===== config.mk =====
export PLATFORM = sky130hd
export DESIGN_NAME = lcd_bus_engine
export DESIGN_NICKNAME = d
export VERILOG_FILES = /design/src/rtl/lcd_pkg.sv /design/src/rtl/lcd_pulse_gen.sv /design/src/rtl/lcd_bus_engine.sv
export SDC_FILE = /design/constraint.sdc
export NUM_CORES = 1
export LEC_CHECK = 0
export CORE_MARGIN = 3
export CORE_UTILIZATION = 50
export CTS_CLUSTER_DIAMETER = 100
export DETAILED_ROUTE_END_ITERATION = 10
export HOLD_SLACK_MARGIN = 0.1
export PLACE_DENSITY_LB_ADDON = 0.15
export SLEW_MARGIN = 20
export SYNTH_ARGS = -nofsm -noshare
export SYNTH_HDL_FRONTEND = slang
export SYNTH_SLANG_ARGS = --single-unit

===== constraint.sdc =====
create_clock -name clk -period 3.89 [get_ports clk]
set_input_delay 0.778 -clock clk [delete_from_list [all_inputs] [get_ports clk]]
set_output_delay 0.778 -clock clk [all_outputs]
set_load 0.02 [all_outputs]

===== src/rtl/lcd_pkg.sv =====
`default_nettype none
// ============================================================================
// lcd_pkg : shared types, timing defaults and helpers for lcd_bus_engine
// Rev 1.0
// ============================================================================
package lcd_pkg;

  localparam int NIBBLE_8BIT = 0;
  localparam int NIBBLE_4BIT = 1;

  localparam int DEF_SETUP_CYC    = 2;
  localparam int DEF_EN_HIGH_CYC  = 12;
  localparam int DEF_RECOVER_CYC  = 15;
  localparam int DEF_BUSY_TIMEOUT = 1023;

  typedef logic [1:0] state_t;
  localparam state_t ST_IDLE = 2'd0;
  localparam state_t ST_POLL = 2'd1;
  localparam state_t ST_XFER = 2'd2;
  localparam state_t ST_DONE = 2'd3;

  typedef struct packed {
    logic       rs;
    logic       rw;
    logic       oe;
    logic [7:0] db;
  } pins_t;

  // Idle bus doubles as the status-read setting: rs=0, rw=1, bus released.
  localparam pins_t PINS_IDLE = '{rs: 1'b0, rw: 1'b1, oe: 1'b0, db: 8'h00};

  function automatic int cnt_width(input int p, input int t);
    int m;
    m = (p > t) ? p : t;
    return $clog2(m + 1);
  endfunction

  function automatic pins_t access_pins(input logic we, input logic rs,
                                        input logic [7:0] d, input bit nib4);
    pins_t p;
    p.rs = rs;
    p.rw = ~we;
    p.oe = we;
    if (!we)       p.db = 8'h00;
    else if (nib4) p.db = {d[7:4], 4'h0};
    else           p.db = d;
    return p;
  endfunction

endpackage
`default_nettype wire


===== src/rtl/lcd_pulse_gen.sv =====
`default_nettype none
// ============================================================================
// lcd_pulse_gen : one EN pulse (setup low, EN high, recover low)
// Rev 1.0
// ============================================================================
module lcd_pulse_gen #(
  parameter int SETUP_CYC   = 2,
  parameter int EN_HIGH_CYC = 12,
  parameter int RECOVER_CYC = 15,
  parameter int CNT_W       = 5
) (
  input  logic clk,
  input  logic rst,
  input  logic start_i,
  output logic en_o,
  output logic sample_o,
  output logic done_o
);

  localparam int P = SETUP_CYC + EN_HIGH_CYC + RECOVER_CYC;
  localparam logic [CNT_W-1:0] C_EN_ON   = CNT_W'(SETUP_CYC);
  localparam logic [CNT_W-1:0] C_EN_LAST = CNT_W'(SETUP_CYC + EN_HIGH_CYC - 1);
  localparam logic [CNT_W-1:0] C_LAST    = CNT_W'(P - 1);

  logic             active_q, active_d;
  logic [CNT_W-1:0] cnt_q, cnt_d;
  logic             en_q, en_d;

  assign sample_o = active_q && (cnt_q == C_EN_LAST);
  assign done_o   = active_q && (cnt_q == C_LAST);
  assign en_o     = en_q;

  // A start on the done cycle restarts without a gap cycle.
  always_comb begin
    active_d = active_q;
    cnt_d    = cnt_q;
    if (start_i) begin
      active_d = 1'b1;
      cnt_d    = '0;
    end else if (done_o) begin
      active_d = 1'b0;
      cnt_d    = '0;
    end else if (active_q) begin
      cnt_d = cnt_q + CNT_W'(1);
    end
    en_d = active_d && (cnt_d >= C_EN_ON) && (cnt_d <= C_EN_LAST);
  end

  always_ff @(posedge clk) begin
    if (rst) begin
      active_q <= 1'b0;
      cnt_q    <= '0;
      en_q     <= 1'b0;
    end else begin
      active_q <= active_d;
      cnt_q    <= cnt_d;
      en_q     <= en_d;
    end
  end

endmodule
`default_nettype wire


===== src/rtl/lcd_bus_engine.sv =====
`default_nettype none
// ============================================================================
// lcd_bus_engine : HD44780 bus timing engine, 8/4-bit, optional busy polling
// Rev 1.0
// ============================================================================
module lcd_bus_engine
  import lcd_pkg::*;
#(
  parameter int NIBBLE_MODE  = NIBBLE_8BIT,
  parameter int SETUP_CYC    = DEF_SETUP_CYC,
  parameter int EN_HIGH_CYC  = DEF_EN_HIGH_CYC,
  parameter int RECOVER_CYC  = DEF_RECOVER_CYC,
  parameter int BUSY_POLL    = 0,
  parameter int BUSY_TIMEOUT = DEF_BUSY_TIMEOUT
) (
  input  logic       clk,
  input  logic       rst,
  input  logic       req,
  output logic       ready,
  input  logic       we,
  input  logic       rs,
  input  logic [7:0] wdata,
  output logic [7:0] rdata,
  output logic       rvalid,
  output logic       busy_timeout,
  output logic       lcd_rs,
  output logic       lcd_rw,
  output logic       lcd_en,
  output logic [7:0] lcd_db_o,
  output logic       lcd_db_oe,
  input  logic [7:0] lcd_db_i
);

  // Clamp so no phase can collapse to zero length.
  localparam int  S_C     = (SETUP_CYC    < 1) ? 1 : SETUP_CYC;
  localparam int  H_C     = (EN_HIGH_CYC  < 1) ? 1 : EN_HIGH_CYC;
  localparam int  R_C     = (RECOVER_CYC  < 1) ? 1 : RECOVER_CYC;
  localparam int  BT_C    = (BUSY_TIMEOUT < 1) ? 1 : BUSY_TIMEOUT;
  localparam int  CNT_W   = cnt_width(S_C + H_C + R_C, BT_C);
  localparam bit  IS_4BIT = (NIBBLE_MODE == NIBBLE_4BIT);
  localparam logic [CNT_W-1:0] C_POLL_LAST = CNT_W'(BT_C - 1);

  state_t           state_q, state_d;
  logic             nib_q, nib_d;
  logic [CNT_W-1:0] poll_cnt_q, poll_cnt_d;
  logic             we_q, we_d, rs_q, rs_d;
  logic [7:0]       wdata_q, wdata_d;
  logic [7:0]       rbuf_q, rbuf_d;
  logic             stat_busy_q, stat_busy_d;
  logic [7:0]       rdata_q, rdata_d;
  logic             rvalid_q, rvalid_d;
  logic             bto_q, bto_d;
  pins_t            pins_q, pins_d;

  logic pulse_start, pulse_en, pulse_sample, pulse_done;
  logic accept;

  lcd_pulse_gen #(
    .SETUP_CYC   (S_C),
    .EN_HIGH_CYC (H_C),
    .RECOVER_CYC (R_C),
    .CNT_W       (CNT_W)
  ) u_pulse (
    .clk      (clk),
    .rst      (rst),
    .start_i  (pulse_start),
    .en_o     (pulse_en),
    .sample_o (pulse_sample),
    .done_o   (pulse_done)
  );

  assign ready        = (state_q == ST_IDLE) || (state_q == ST_DONE);
  assign accept       = req && ready;
  assign rdata        = rdata_q;
  assign rvalid       = rvalid_q;
  assign busy_timeout = bto_q;
  assign lcd_rs       = pins_q.rs;
  assign lcd_rw       = pins_q.rw;
  assign lcd_db_oe    = pins_q.oe;
  assign lcd_db_o     = pins_q.db;
  assign lcd_en       = pulse_en;

  always_comb begin
    state_d     = state_q;
    nib_d       = nib_q;
    poll_cnt_d  = poll_cnt_q;
    we_d        = we_q;
    rs_d        = rs_q;
    wdata_d     = wdata_q;
    rbuf_d      = rbuf_q;
    stat_busy_d = stat_busy_q;
    rdata_d     = rdata_q;
    rvalid_d    = 1'b0;
    bto_d       = bto_q;
    pins_d      = pins_q;
    pulse_start = 1'b0;

    // Busy flag lives in DB7 of the first nibble; second status nibble is dropped.
    if (pulse_sample) begin
      if (state_q == ST_POLL) begin
        if (!nib_q) stat_busy_d = lcd_db_i[7];
      end else if (!IS_4BIT) begin
        rbuf_d = lcd_db_i;
      end else if (!nib_q) begin
        rbuf_d[7:4] = lcd_db_i[7:4];
      end else begin
        rbuf_d[3:0] = lcd_db_i[7:4];
      end
    end

    case (state_q)
      ST_IDLE, ST_DONE: begin
        state_d = ST_IDLE;
        if (accept) begin
          we_d        = we;
          rs_d        = rs;
          wdata_d     = wdata;
          bto_d       = 1'b0;
          poll_cnt_d  = '0;
          nib_d       = 1'b0;
          pulse_start = 1'b1;
          if ((BUSY_POLL != 0) && (we || rs)) begin
            state_d = ST_POLL;
            pins_d  = PINS_IDLE;
          end else begin
            state_d = ST_XFER;
            pins_d  = access_pins(we, rs, wdata, IS_4BIT);
          end
        end
      end
      ST_POLL: begin
        if (pulse_done) begin
          pulse_start = 1'b1;
          if (IS_4BIT && !nib_q) begin
            nib_d = 1'b1;
          end else begin
            nib_d = 1'b0;
            if (!stat_busy_q || (poll_cnt_q == C_POLL_LAST)) begin
              bto_d   = stat_busy_q;
              state_d = ST_XFER;
              pins_d  = access_pins(we_q, rs_q, wdata_q, IS_4BIT);
            end else begin
              poll_cnt_d = poll_cnt_q + CNT_W'(1);
            end
          end
        end
      end
      ST_XFER: begin
        if (pulse_done) begin
          if (IS_4BIT && !nib_q) begin
            nib_d       = 1'b1;
            pulse_start = 1'b1;
            if (we_q) pins_d.db = {wdata_q[3:0], 4'h0};
          end else begin
            nib_d   = 1'b0;
            state_d = ST_DONE;
            pins_d  = PINS_IDLE;
            if (!we_q) begin
              rdata_d  = rbuf_q;
              rvalid_d = 1'b1;
            end
          end
        end
      end
      default: state_d = ST_IDLE;
    endcase
  end

  always_ff @(posedge clk) begin
    if (rst) begin
      state_q     <= ST_IDLE;
      nib_q       <= 1'b0;
      poll_cnt_q  <= '0;
      we_q        <= 1'b0;
      rs_q        <= 1'b0;
      wdata_q     <= 8'h00;
      rbuf_q      <= 8'h00;
      stat_busy_q <= 1'b0;
      rdata_q     <= 8'h00;
      rvalid_q    <= 1'b0;
      bto_q       <= 1'b0;
      pins_q      <= PINS_IDLE;
    end else begin
      state_q     <= state_d;
      nib_q       <= nib_d;
      poll_cnt_q  <= poll_cnt_d;
      we_q        <= we_d;
      rs_q        <= rs_d;
      wdata_q     <= wdata_d;
      rbuf_q      <= rbuf_d;
      stat_busy_q <= stat_busy_d;
      rdata_q     <= rdata_d;
      rvalid_q    <= rvalid_d;
      bto_q       <= bto_d;
      pins_q      <= pins_d;
    end
  end

endmodule
`default_nettype wire


==> results summary <==
Dividing the detail-routed via count by the number of cells gives 5.71. The die span in y came out at 84.3 µm. The post-route DRC violation count came out at 0. The switching fraction of total power came out at 26.1%. The number of enable flip-flop cells after synthesis is 0. The number of levels in the clock H-tree is 3. The routed length per placed instance came out at 14.2 µm. The area of the die came out at 0.00710 mm². The area of the core is 0.00571 mm². The share of final-layout standard cells stronger than drive strength 1 came out at 8.14%. The tree is rooted in a clkbuf_8. The cell area after synthesis came out at 0.00306 mm².

The number of cells on the worst reg-to-reg path is 6. Yosys attributes the largest share of cell area to dfxtp_1 42%, nor2_1 6.6%, mux2i_1 6.2%. The detail route stage leaves a number of antenna-violating nets equal to 0. Once the clock tree was built, the setup fixing pass inserted 0 buffers. The pre-antenna-repair detailed-routing pass consisted of 5 iterations. The cell total after placement is 449. The latest clock arrival within the worst-skew pair came out at 0.34 ns. The DRC violation total after the first TritonRoute iteration came out at 160. During synthesis, Yosys emitted a total of 0 warnings. The post-synthesis async set-or-reset flop share is 0%.

The maximum number of pins on one net before global-route repair came out at 43. The worst setup slack before clock tree synthesis came out at 1.15 ns. The portion of the post-synthesis area used by sequential elements is 41.8%.

During I/O placement, the number of pins put on the boundary was 44. The maximum fanout count along the critical path came out at 13. The final layout contains 416 nets. The worst-case hold slack came out at 0.459 ns. The transition at the pin with the smallest max-transition slack is 0.790 ns. Buffers placed on the I/O ports in this run total 43. The time the worst path needs with I/O delays and setup came out at 2.71 ns. The worst setup path is launched from a flip-flop. Following the worst setup path forward leads to its endpoint at ready. Across the VDD grid, the largest voltage drop is 0.365 mV. The critical path is of the reg -> out type. The flow ran to the end, and the final reports show no timing, DRC or antenna violations.

The total number of vias is 2655. The number of hold violations in the final report is 0. The worst hold path depth came out at 2.

In this run the tightest slew margin relative to its limit is 47.3%. The final worst slack is 1.18 ns. The synthesized design contains 64 register bits.

The slack of the worst reg-to-reg path is 1.40 ns. Summing all non-filler instances in the final layout gives an area of 0.00368 mm². The finished layout holds 465 standard cells, fillers aside.

The switching power total is 0.378 mW. The final critical path takes up 69.8% of the cycle. The routed wire length is 6.61 mm.

The combinational share of power is 12.5%. The post-cts hold buffer count came out at 0. Counting every net in the synthesized netlist gives 383.

The via count of the first global-routing pass came out at 2503. The number of setup violations in the final report is 0. The endpoint identified for the worst register-to-register timing path is poll_cnt_q[4].

The peak clock frequency supported by timing is 368 MHz. The total overflow reported by the global router came out at 0. The detailed-placement wirelength estimate is 4.40 mm.

The completed layout was analyzed and its total power is 1.45 mW. The max-cap check violation count is 0. In the layout the commonest cells are 64 x dfxtp_1, 54 x nor2_1, 42 x clkdlybuf4s50_1. After technology mapping, the gate count stands at 355. The post-synthesis to final-layout area growth is 20.1%. The part of the power in the clock network is 39.6%. The cell row count came out at 27. The cell-internal power came out at 1.07 mW.

The area share of the largest cell type after synthesis is 41.8%. For this design, the sink count on the clock tree is 64. The clock skew after layout came out at 0.00775 ns.

The clock tree from TritonCTS is built. The number of different library cells used by synthesis comes to 56. No sink is reached through more buffers than the 2 on the longest clock path. The horizontal extent of the die is 84.3 µm. The first-pass GRT wire length came out at 11.8 mm. The top flip-flop cell by instance count after synthesis is dfxtp_1. The end-of-flow core utilization came out at 64.4%.

The power density over the cells came out at 394 mW/mm². The initial antenna violation count is 0. Leaving out fill and tap cells, the most frequent cell in the layout is dfxtp_1.

STA classifies the critical path endpoint as an output pin. The data arrival time at the worst-slack endpoint came out at 1.94 ns. The final setup TNS is 0 ns. The path class of the tightest hold or removal check is reg -> reg. A synthesized cell averages 8.63 µm². The worst register-to-register path begins at state_q[0]. The leakage power of the design is 1.22 nW. Setup repair after global routing left no endpoint under its margin. After detailed placement, the total cell area comes to 0.00348 mm². Once the clock tree was built, the resizer swapped 0 gates to a different size. The final number of max-transition violations is 0. Clock-pin slew was measured on the worst setup and hold paths at 0.07 ns. The number of clock buffers added by TritonCTS is 9.

Tracing the worst setup path back leads to its startpoint at state_q[0]. The data required time at the worst endpoint is 3.11 ns. 0 antenna diodes ended up in the layout. The portion of total power attributed to sequential cells is 47.9%. The all-layer global routing usage is 20.1%. dfxtp_1 takes more of the synthesized area than any other cell.

For this configuration, the core starts out at a cell density of 53.6%. The global placer's final weighted congestion is 0.868.
power groups by stage:
stage | clock (mW) | sequential [mW] | combinational, mW
3_5_place_dp | 0 | 0.709 | 0.181
3_3_place_gp | 0 | 0.708 | 0.179
6_report | 0.575 | 0.694 | 0.181
4_1_cts | 0.585 | 0.694 | 0.183
2_1_floorplan | 0 | 0.720 | 0.104
5_1_grt | 0.621 | 0.697 | 0.201
metal layers:
metal / wire length [µm] / global-route usage (%) / vias to the layer above
li1: - / - / 1324
met1: 3170 / 27.1 / 1232
met2: 2910 / 29.9 / 90
met3: 448 / 7.85 / 9
met4: 78 / 5.70 / 0
met5: 0 / 0 / -
layout make-up:
type	instances	area (µm²)
flip-flops and latches	64	1280
inverters	8	30.0
clock inverters	5	56.3
multi-input cells	260	1640
clock buffers	11	141
well taps	72	90.1
repair buffers	45	440
fillers	506	2030
synth_stat cells (all sizes together) (4+ instances only):
cell type and count:
inv 8, nand2b 5, a21oi 25, a31oi 4, a22oi 8, nor2 54, clkbuf 13, mux2i 19
nand2 38, o21ai 4, and2 4, xnor2 6, nand4 5, dfxtp 64, nor3 11, a311oi 5
nand3 12, buf 10, ha 7, a211oi 12
cells by family after synthesis:
group	count (synthesis)	share of synthesized area, %
AOI/OAI and AO/OA	76	18.3
xor gates and xnor gates	9	2.57
adders and majority gates	7	2.86
buffers and inverters	31	4.70
DFF	64	41.8
muxes	20	6.58
and+or+nand+nor	148	23.1
worst min-delay path by stage:
stage                          start         end  slack [ns]
after floorplan           wdata_q[0]  wdata_q[0]        0.44
after global placement    wdata_q[5]  wdata_q[5]        0.44
after detailed placement        rs_q        rs_q        0.45
after CTS                       rs_q        rs_q        0.46
after global routing      wdata_q[3]  wdata_q[3]        0.48
final                     wdata_q[4]  wdata_q[4]        0.46
worst max-delay path: stages (launching register included):
cell             delay, ns
dfxtp_1               0.36
inv_1                 0.06
ha_1                  0.50
clkdlybuf4s50_1       0.69
sequential cells by signal, indices dropped and copies added, names as in the netlist:
register and count:
rs_q 1, lcd_rw 1, busy_timeout 1, lcd_db_o 8, rbuf_q 8, poll_cnt_q 10, u_pulse.active_q 1, u_pulse.cnt_q 10
we_q 1, rvalid 1, lcd_db_oe 1, stat_busy_q 1, rdata 8, state_q 2, lcd_rs 1, u_pulse.en_o 1
wdata_q 8
(Power assumes the default switching activity.)
